<file path="src/rtl/seq_cmp_pkg.sv">
// Shared types and default geometry for the sequential magnitude comparator.
package seq_cmp_pkg;

    localparam int unsigned DefWidth = 16;
    localparam int unsigned DefDigit = 2;

    typedef enum logic [1:0] {
        StIdle = 2'd0,
        StRun  = 2'd1,
        StDone = 2'd2
    } state_e;

endpackage

</file>
<file path="src/rtl/seq_mag_cmp_if.sv">
// Request/result bundle for seq_mag_cmp.
// SEQ_CMP_SIGNED_EN adds the signed_mode request bit.
interface seq_mag_cmp_if
    import seq_cmp_pkg::*;
#(
    parameter int unsigned WIDTH = DefWidth
) ();

    logic             start;
    logic [WIDTH-1:0] a;
    logic [WIDTH-1:0] b;
    logic             eq_in;
    logic             gt_in;
`ifdef SEQ_CMP_SIGNED_EN
    logic             signed_mode;
`endif
    logic             busy;
    logic             done;
    logic             eq;
    logic             gt;
    logic             lt;

    modport master (
        output start, a, b, eq_in, gt_in,
`ifdef SEQ_CMP_SIGNED_EN
        output signed_mode,
`endif
        input  busy, done, eq, gt, lt
    );

    modport slave (
        input  start, a, b, eq_in, gt_in,
`ifdef SEQ_CMP_SIGNED_EN
        input  signed_mode,
`endif
        output busy, done, eq, gt, lt
    );

endinterface

</file>
<file path="src/rtl/cmp_digit.sv">
// Combinational DIGIT-bit unsigned slice comparator.
module cmp_digit #(
    parameter int unsigned DIGIT = 2
) (
    input  logic [DIGIT-1:0] a_i,
    input  logic [DIGIT-1:0] b_i,
    output logic             eq_o,
    output logic             gt_o
);

    assign eq_o = (a_i == b_i);
    assign gt_o = (a_i > b_i);

endmodule

</file>
<file path="src/rtl/seq_mag_cmp.sv">
// Sequential magnitude comparator: walks the operands DIGIT bits per clock, MSB first,
// exiting early on the first differing digit. A cascade eq_in=0 skips the walk entirely.
// SEQ_CMP_SIGNED_EN adds two's-complement ordering via signed_mode.
module seq_mag_cmp
    import seq_cmp_pkg::*;
#(
    parameter int unsigned WIDTH = DefWidth,
    parameter int unsigned DIGIT = DefDigit
) (
    input  logic         clk,
    input  logic         rst_n,
    seq_mag_cmp_if.slave bus
);

    localparam bit          CfgOk   = (DIGIT >= 1) && ((WIDTH % ((DIGIT >= 1) ? DIGIT : 1)) == 0);
    localparam int unsigned N       = (DIGIT >= 1) ? WIDTH / DIGIT : 1;
    localparam int unsigned CntW    = (N > 1) ? $clog2(N) : 1;
    localparam logic [CntW-1:0] LastCnt = CntW'(N - 1);

    if (!CfgOk) begin : g_bad_cfg
        $error("seq_mag_cmp: WIDTH must be a non-zero multiple of DIGIT");
    end

    state_e            state_q, state_d;
    logic [CntW-1:0]   cnt_q, cnt_d;
    logic [WIDTH-1:0]  a_q, a_d, b_q, b_d;
    logic              eq_q, eq_d, gt_q, gt_d, lt_q, lt_d;
    logic              busy_q, busy_d, done_q, done_d;
    logic [WIDTH-1:0]  msb_flip;
    logic [DIGIT-1:0]  a_dig, b_dig;
    logic              dig_eq, dig_gt;

    // Flipping the sign bit maps two's-complement order onto unsigned order.
    always_comb begin
        msb_flip = '0;
`ifdef SEQ_CMP_SIGNED_EN
        msb_flip[WIDTH-1] = bus.signed_mode;
`endif
    end

    // Select the digit addressed by the counter, MSB digit first.
    always_comb begin
        a_dig = '0;
        b_dig = '0;
        for (int i = 0; i < int'(N); i++) begin
            if (cnt_q == CntW'(i)) begin
                a_dig = a_q[WIDTH-1-i*DIGIT -: DIGIT];
                b_dig = b_q[WIDTH-1-i*DIGIT -: DIGIT];
            end
        end
    end

    cmp_digit #(
        .DIGIT (DIGIT)
    ) u_cmp_digit (
        .a_i  (a_dig),
        .b_i  (b_dig),
        .eq_o (dig_eq),
        .gt_o (dig_gt)
    );

    // Next-state, operand latch and result update.
    always_comb begin
        state_d = state_q;
        cnt_d   = cnt_q;
        a_d     = a_q;
        b_d     = b_q;
        eq_d    = eq_q;
        gt_d    = gt_q;
        lt_d    = lt_q;
        done_d  = 1'b0;
        unique case (state_q)
            StIdle: begin
                if (bus.start) begin
                    a_d   = bus.a ^ msb_flip;
                    b_d   = bus.b ^ msb_flip;
                    cnt_d = '0;
                    if (bus.eq_in) begin
                        state_d = StRun;
                    end else begin
                        // Higher slices already decided the outcome.
                        state_d = StDone;
                        done_d  = 1'b1;
                        eq_d    = 1'b0;
                        gt_d    = bus.gt_in;
                        lt_d    = ~bus.gt_in;
                    end
                end
            end
            StRun: begin
                if (!dig_eq) begin
                    state_d = StDone;
                    done_d  = 1'b1;
                    eq_d    = 1'b0;
                    gt_d    = dig_gt;
                    lt_d    = ~dig_gt;
                end else if (cnt_q == LastCnt) begin
                    state_d = StDone;
                    done_d  = 1'b1;
                    eq_d    = 1'b1;
                    gt_d    = 1'b0;
                    lt_d    = 1'b0;
                end else begin
                    cnt_d = cnt_q + CntW'(1);
                end
            end
            StDone: begin
                state_d = StIdle;
            end
            default: begin
                state_d = StIdle;
            end
        endcase
        busy_d = (state_d != StIdle);
    end

    // State and result registers with synchronous active-low reset.
    always_ff @(posedge clk) begin
        if (!rst_n) begin
            state_q <= StIdle;
            cnt_q   <= '0;
            a_q     <= '0;
            b_q     <= '0;
            eq_q    <= 1'b0;
            gt_q    <= 1'b0;
            lt_q    <= 1'b0;
            busy_q  <= 1'b0;
            done_q  <= 1'b0;
        end else begin
            state_q <= state_d;
            cnt_q   <= cnt_d;
            a_q     <= a_d;
            b_q     <= b_d;
            eq_q    <= eq_d;
            gt_q    <= gt_d;
            lt_q    <= lt_d;
            busy_q  <= busy_d;
            done_q  <= done_d;
        end
    end

    assign bus.busy = busy_q;
    assign bus.done = done_q;
    assign bus.eq   = eq_q;
    assign bus.gt   = gt_q;
    assign bus.lt   = lt_q;

endmodule
</file>
<file path="src/flat_wrapper.sv">
// flat-port wrapper written by rule: the top's interface ports become plain ports
module seq_mag_cmp_flat import seq_cmp_pkg::*;
#(
    parameter int unsigned WIDTH = DefWidth,
    parameter int unsigned DIGIT = DefDigit
)
  (clk, rst_n, bus_start, bus_a, bus_b, bus_eq_in, bus_gt_in, bus_busy, bus_done, bus_eq, bus_gt, bus_lt);
  seq_mag_cmp_if #(.WIDTH(WIDTH)) bus_i ();
  input  logic clk;
  input  logic rst_n;
  input wire logic [$bits(bus_i.start)-1:0] bus_start;
  input wire logic [$bits(bus_i.a)-1:0] bus_a;
  input wire logic [$bits(bus_i.b)-1:0] bus_b;
  input wire logic [$bits(bus_i.eq_in)-1:0] bus_eq_in;
  input wire logic [$bits(bus_i.gt_in)-1:0] bus_gt_in;
  output wire logic [$bits(bus_i.busy)-1:0] bus_busy;
  output wire logic [$bits(bus_i.done)-1:0] bus_done;
  output wire logic [$bits(bus_i.eq)-1:0] bus_eq;
  output wire logic [$bits(bus_i.gt)-1:0] bus_gt;
  output wire logic [$bits(bus_i.lt)-1:0] bus_lt;
  assign bus_i.start = bus_start;
  assign bus_i.a = bus_a;
  assign bus_i.b = bus_b;
  assign bus_i.eq_in = bus_eq_in;
  assign bus_i.gt_in = bus_gt_in;
  assign bus_busy = bus_i.busy;
  assign bus_done = bus_i.done;
  assign bus_eq = bus_i.eq;
  assign bus_gt = bus_i.gt;
  assign bus_lt = bus_i.lt;
  seq_mag_cmp #(.WIDTH(WIDTH), .DIGIT(DIGIT)) u_core (.clk(clk), .rst_n(rst_n), .bus(bus_i));
endmodule
</file>
<file path="config.mk">
export PLATFORM = sky130hd
export DESIGN_NAME = seq_mag_cmp_flat
export DESIGN_NICKNAME = d
export VERILOG_FILES = /design/src/rtl/seq_cmp_pkg.sv /design/src/rtl/seq_mag_cmp_if.sv /design/src/rtl/cmp_digit.sv /design/src/rtl/seq_mag_cmp.sv /design/src/flat_wrapper.sv
export SDC_FILE = /design/constraint.sdc
export NUM_CORES = 1
export LEC_CHECK = 0
export ABC_AREA = 1
export CAP_MARGIN = 5
export CORE_ASPECT_RATIO = 0.5
export CORE_UTILIZATION = 45
export DETAILED_ROUTE_END_ITERATION = 10
export PLACE_DENSITY = 0.72
export RECOVER_POWER = 100
export SYNTH_ARGS = -nofsm -noshare
export SYNTH_HDL_FRONTEND = slang
export SYNTH_HIERARCHICAL = 1
export SYNTH_SLANG_ARGS = --single-unit
</file>
<file path="constraint.sdc">
create_clock -name clk -period 3.7 [get_ports clk]
set_input_delay 0.74 -clock clk [delete_from_list [all_inputs] [get_ports clk]]
set_output_delay 0.74 -clock clk [all_outputs]
set_load 0.1 [all_outputs]
</file>
==> impl_metrics.py <==
metrics = {
    "timing": {
        "period_share_pct": 79.0,
        "finClkSkew_ps": 2.83,
        "relSlewSlack_pct": 34.1,
        "hold_viol_final": 0,
        "finalCriticalPeriod_ps": 2920,
        "tightest_slew_ps": 986,
        "fin_setup_tns_ps": 0,
        "timing.fmax_mhz": 342,
        "report.final.slew_viol_count": 0,
        "setup_viol": 0,
        "rsz0062_at_grt": "no",
    },
    "synthesis": {
        "synth_flop_cell": "dfxtp_1",
        "post-synth-top-count-cell": "nor2_1",
        "synth_warnings": 6,
        "netlist_area_sq_mm": 0.00204,
        "synthCells": 306,
        "synth_top_area_cell": "dfxtp_1",
        "syn_avg_cell_area_sq_um": 6.67,
        "ys_types": 25,
        "synth_top_area_share_pct": 41.2,
        "ys_seq_area_share_pct": 41.2,
        "synth_common_cells": "84 x nor2_1, 59 x nand2_1, 42 x dfxtp_1, 36 x o21ai_0, 24 x inv_1",
        "ys_top_cells_by_area": "dfxtp_1 41%, nor2_1 15%, nand2_1 11%",
        "synth_edf_count": 0,
        "async_flop_share_pct": 0,
        "ys_seq_elements": 42,
        "syn_nets": 351,
    },
    "critical_path": {
        "cp.depth": 23,
        "reg2reg_depth": 23,
        "slowest_delay_ps": 500,
        "path_cells": "inv_2 > ha_1 > inv_1 > nand2_1 > inv_1 > nand2_1 > nand2_1 > nand2_1 > nand2_1 > nand2_1 > nand2_1 > nand2_1 > ha_1 > nand2_1 > inv_1 > inv_1 > nor2_1 > nand2_1 > nand2_1 > nor2_1 > clkinv_1 > nand2_1 > a21oi_1",
        "path_buf_inv": 6,
        "crit_type": "flop to flop",
        "r2r_start": "u_core/cnt_q[2]$_SDFFE_PN0P_",
        "r2r_slack_ps": 780,
        "rr_endpoint": "u_core/bus.gt$_SDFFE_PN0P_",
        "cpMostUsedCell": "nand2_1",
        "endpoint_kind": "flop",
        "cp-start-kind": "flop",
        "crit_family": "simple AND/OR/NAND/NOR gates",
        "crit_required_ps": 3880,
        "worstPathMaxFanout": 8,
        "worstPathArrival_ps": 3100,
        "slowest_stage": "dfxtp_1",
    },
    "floorplanning": {
        "num_io_pins": 42,
        "rows": 16,
        "coreArea_sq_mm": 0.00412,
        "die_x_um": 97.2,
        "die-area_sq_mm": 0.00482,
        "fp.dieH_um": 49.6,
        "initial_utilization_pct": 49.5,
    },
    "clock_network": {
        "cts_buffers": 5,
        "cts_tree": "yes",
        "cts_resized": 0,
        "hold_buffers": 0,
        "clkLatencyLatePin_ps": 290,
        "ctsRootBufferMaster": "clkbuf_8",
        "clk_pin_slew_ps": 80,
        "htree_levels": 2,
        "clock-sinks": 42,
        "cts_max_path_buffers": 2,
        "cts_setup_buffers": 0,
    },
    "route": {
        "wl_per_cell_um": 12.0,
        "drt_pass1_iterations": 4,
        "ant_nets": 0,
        "drt_iter0_drc": 73,
        "wl_mm": 4.81,
        "via_count": 1925,
        "via_per_inst": 4.80,
        "drc": 0,
    },
    "finish": {
        "syn2layout_area_growth_pct": 26.6,
        "diodes": 0,
        "num-fill-cells": 385,
        "layout-drive-gt1-share_pct": 5.19,
        "seqCellArea_sq_um": 841,
        "nNetsFinal": 391,
        "fin_util_pct": 62.7,
        "multi_input_area_sq_mm": 0.00103,
    },
    "global_routing": {
        "grt_pass1_vias": 1728,
        "grt_first_pass_wirelength_mm": 7.89,
        "grt_max_degree": 32,
        "antenna_found_initial": 0,
        "overflow": 0,
        "grt_usage_pct": 20.8,
    },
    "placement": {
        "dpl.hpwl_mm": 3.53,
        "port_buffers": 41,
        "gp_congestion": 0.875,
    },
    "pwr": {
        "p_leak_nw": 1.21,
        "powerDensity_mw_per_mm2": 428,
        "irDropWorstVdd_v": 0.000213,
    },
    "hold_path": {
        "holdPathStages": 2,
        "min_to": "u_core/bus.gt$_SDFFE_PN0P_",
        "min-delay-start": "u_core/bus.gt$_SDFFE_PN0P_",
        "hold_class": "flop to flop",
    },
    "job": {
        "drv_cap": 0,
    },
    "outcome": {
        "status": "complete, no violations",
    },
}
[sequential cells by signal, indices dropped and copies added, names as in the netlist]
signal           count
u_core/bus.done      1
u_core/state_q       2
u_core/a_q          16
u_core/bus.busy      1
u_core/bus.lt        1
u_core/bus.eq        1
u_core/b_q          16
u_core/bus.gt        1
u_core/cnt_q         3
[per-stage QoR]
| step | hold WS (ps) | setup WS, ps | instances | cell area (sq um) | power (mW) |
|---|---|---|---|---|---|
| floorplan | 430 | 1360 | 306 | 2040 | 0.694 |
| CTS | 481 | 954 | 401 | 2590 | 1.12 |
| global route | 507 | 339 | 401 | 2580 | 1.17 |
| global placement | 457 | 1010 | 393 | 2480 | 0.771 |
| finish | 478 | 777 | 401 | 2580 | 1.11 |
| detailed placement | 459 | 979 | 393 | 2480 | 0.776 |
[power breakdown]
part	leakage [nW]	internal (mW)	total [mW]	switching, mW
registers	0.347	0.495	0.520	0.0246
clock network	0.0575	0.188	0.344	0.155
logic	0.801	0.0942	0.242	0.148
[routing by layer]
layer  part of all wire [%]  wire length [um]  track usage (%)
met1                     56              2670             30.1
met2                     39              1870             30.6
met3                    4.8               233             4.82
met4                   0.67                32             6.62
met5                      0                 0                0
[how the worst max path moves through the flow]
stage	start	endpoint
after CTS	u_core/cnt_q[2]$_SDFFE_PN0P_	u_core/bus.lt$_SDFFE_PN0P_
after detailed placement	u_core/cnt_q[2]$_SDFFE_PN0P_	u_core/bus.lt$_SDFFE_PN0P_
after global routing	u_core/cnt_q[0]$_SDFFE_PN0P_	u_core/bus.eq$_SDFFE_PN0P_
after global placement	u_core/cnt_q[2]$_SDFFE_PN0P_	u_core/bus.lt$_SDFFE_PN0P_
after floorplan	u_core/cnt_q[2]$_SDFFE_PN0P_	u_core/bus.gt$_SDFFE_PN0P_
final	u_core/cnt_q[2]$_SDFFE_PN0P_	u_core/bus.gt$_SDFFE_PN0P_
[cells in the final DEF (no fill, tap or decap), drive strengths merged, types with 8 or more instances in the layout]
cell type	instances
nor2	87
clkbuf	8
nand3	17
dfxtp	42
a21oi	8
inv	29
nand2	61
o21ai	36
clkdlybuf4s50	34
ha	8
[cell families (layout without fill, tap and decap cells)]
| logic type | Yosys count | count (layout) | share of synthesized area (%) |
|---|---|---|---|
| flip-flops | 42 | 42 | 41.2 |
| AO/OA/AOI/OAI | 45 | 45 | 11.3 |
| buffers and inverters | 40 | 81 | 7.97 |
| adder cells (fa/ha/maj) | 8 | 8 | 4.91 |
| AND/OR/NAND/NOR | 171 | 171 | 34.6 |
[final cells by class]
class / instances / area share [%]
inverters: 30 / 4.36
multi-input cells: 224 / 39.8
repair buffers: 43 / 16.5
clock buffers: 8 / 4.26
flip-flops and latches: 42 / 32.5
well taps: 54 / 2.62
[worst register-to-register path, cell delays in order, from the launching register on]
cell,delay [ps]
dfxtp_1,500
inv_2,110
ha_1,270
inv_1,170
nand2_1,70
inv_1,50
nand2_1,50
nand2_1,50
nand2_1,70
nand2_1,70
nand2_1,50
nand2_1,50
nand2_1,50
ha_1,260
nand2_1,60
inv_1,70
inv_1,70
nor2_1,40
nand2_1,170
nand2_1,70
nor2_1,200
clkinv_1,160
nand2_1,80
a21oi_1,60
Power figures use the tool's default switching activity.
==> edit (same settings) <==
Re-encode `state_e` (3 states) as one-hot, 3 bits wide.
--- a/src/rtl/seq_cmp_pkg.sv
+++ b/src/rtl/seq_cmp_pkg.sv
@@ -4,10 +4,10 @@
     localparam int unsigned DefWidth = 16;
     localparam int unsigned DefDigit = 2;
 
-    typedef enum logic [1:0] {
-        StIdle = 2'd0,
-        StRun  = 2'd1,
-        StDone = 2'd2
+    typedef enum logic [2:0] {
+        StIdle = 3'b001,
+        StRun  = 3'b010,
+        StDone = 3'b100
     } state_e;
 
 endpackage
Formal check against the unedited RTL: same outputs for any inputs over 10 cycles, from zero or initial values and one cycle with rst_n low; not proved beyond that.
==> edit against the unedited design <==
  * Worst setup slack improved by 0.051 ns
  * Area after synthesis rose by 2.2%
  * Sequential cell count rose by 1
  * Routed wire length fell by 2.4%
  * Non-clock buffer count fell by 1
  * Cell area barely moved
  * Clock skew rose by 0.0039 ns
  * Total power fell by 10%
  * Critical path type is now primary input to flip-flop
  * Largest cell class unchanged
  * Largest power group unchanged
==> edit: results <==
yosys:
  syn_nets: 356
  synth_ff_type: "dfxtp_1"
  yosys-top-cells-count: "nor2_1 (89), nand2_1 (60), dfxtp_1 (43)"
  synth_area_leaders: "dfxtp_1 (41%), nor2_1 (16%), nand2_1 (11%)"
  synth_compound_area_share_pct: 11.9
  synth.ff_latch_count: 43
  yosysWarnings: 6
  yosysSeqAreaShare_pct: 41.3
  synthAdderAreaFrac_pct: 4.80
  synth_async_sr_flop_share_pct: 0
  synth_cell_types: 24
critical_path:
  crit_type: "primary input to flip-flop"
  reg2reg_setup_slack_ns: 0.83
  worst-endpoint-arrival_ns: 3.05
  r2r-start: "u_core/cnt_q[0]"
  critPathMaxFanout: 36
  reg2reg_depth: 22
place:
  placed_area_um2: 2520
  gp_congestion: 0.841
  dpl.hpwl_um: 3370
cells_and_area:
  clk_share_pct: 2.81
  fin_util_pct: 58.5
  nNetsFinal: 395
  multi_input_area_um2: 1040
  n_all_buffers: 42
  inverters: 32
  nonClkBufAreaFrac_pct: 16.2
  seq_share_pct: 33.3
  largest_registers: "u_core/a_q (16), u_core/b_q (16)"
  nClkBuffers: 6
  nFillCells: 431
  drive_gt1_share_pct: 4.87
  multi_input_gates: 226
timing:
  setup_tns_ns: 0
  clock_skew_ns: 0.00674
  max-slew-margin-rel_pct: 34.7
  holdWs_ns: 0.471
  max_freq_mhz: 348
global_route:
  grt_pass1_wl_um: 7910
  grt_pass1_vias: 1779
  grt_start_max_net_pins: 37
  grt.total_usage_pct: 20.9
pwr:
  ir_drop_mv: 0.268
  sw_frac_of_total_pct: 28.6
  p_leak_nw: 1.19
run_status:
  status: "finished clean"
floorplan:
  tapCellCount: 57
route:
  viasPerCell: 4.82
  initialDrtViolationCount: 91
  route.detailed.wl_per_inst_um: 11.5
  dr.pass1.iters: 6
worst_hold_path:
  hold_path_end: "u_core/bus.lt"
  min_from: "u_core/bus.lt"
  whs_path_depth: 2
clocking:
  cts_setup_buffers: 0
==> edit: cell count changes after synthesis, moves of 2 or more <==
cell	change
buf_2	-2
buf_4	+3
inv_1	+2
nand3_1	-4
nor2_1	+5
nor2_2	-2
nor3_4	+2
or2_0	-2
or2_2	+2
==> edit: routing by layer <==
layer	GRT usage (%)	share of wire (%)
met1	27.9	51
met2	32.6	43
met3	5.43	5.8
met4	8.46	0.60
met5	0	0
==> edit: worst max-delay path, cell delays in order <==
cell and delay [ns]:
dlygate4sd3_1 0.55, nand2_1 0.72, inv_1 0.71, nor2_1 0.25, nor2_1 0.07
==> edit: metrics by stage <==
stage	setup WS, ns	instances
after detailed placement	1.03	400
after floorplan	1.30	311
after CTS	0.984	406
final	0.827	406
after global placement	1.07	400
after global routing	0.445	406
==> edit: power groups by stage <==
| stage | Combinational, mW | Clock [mW] | Sequential, mW |
|---|---|---|---|
| global route | 0.226 | 0.302 | 0.530 |
| floorplan | 0.113 | 0 | 0.553 |
| CTS | 0.202 | 0.281 | 0.525 |
| global placement | 0.196 | 0 | 0.535 |
| finish | 0.197 | 0.272 | 0.525 |
| detailed placement | 0.200 | 0 | 0.536 |
==> edit: how the worst max path moves through the flow <==
stage	start	to	slack [ns]	depth (start not counted)
floorplan	u_core/cnt_q[1]	u_core/bus.gt	1.30	24
global placement	u_core/cnt_q[1]	u_core/bus.gt	1.07	24
detailed placement	u_core/cnt_q[0]	u_core/bus.gt	1.03	22
CTS	u_core/cnt_q[0]	u_core/bus.gt	0.98	22
global route	bus_start	u_core/b_q[3]	0.45	5
finish	bus_start	u_core/a_q[1]	0.83	5
==> edit: cell families after synthesis <==
kind of cell / after synthesis
AOI/OAI and AO/OA: 47
adders and majority gates: 8
buffers and inverters: 42
DFF: 43
and+or+nand+nor: 171
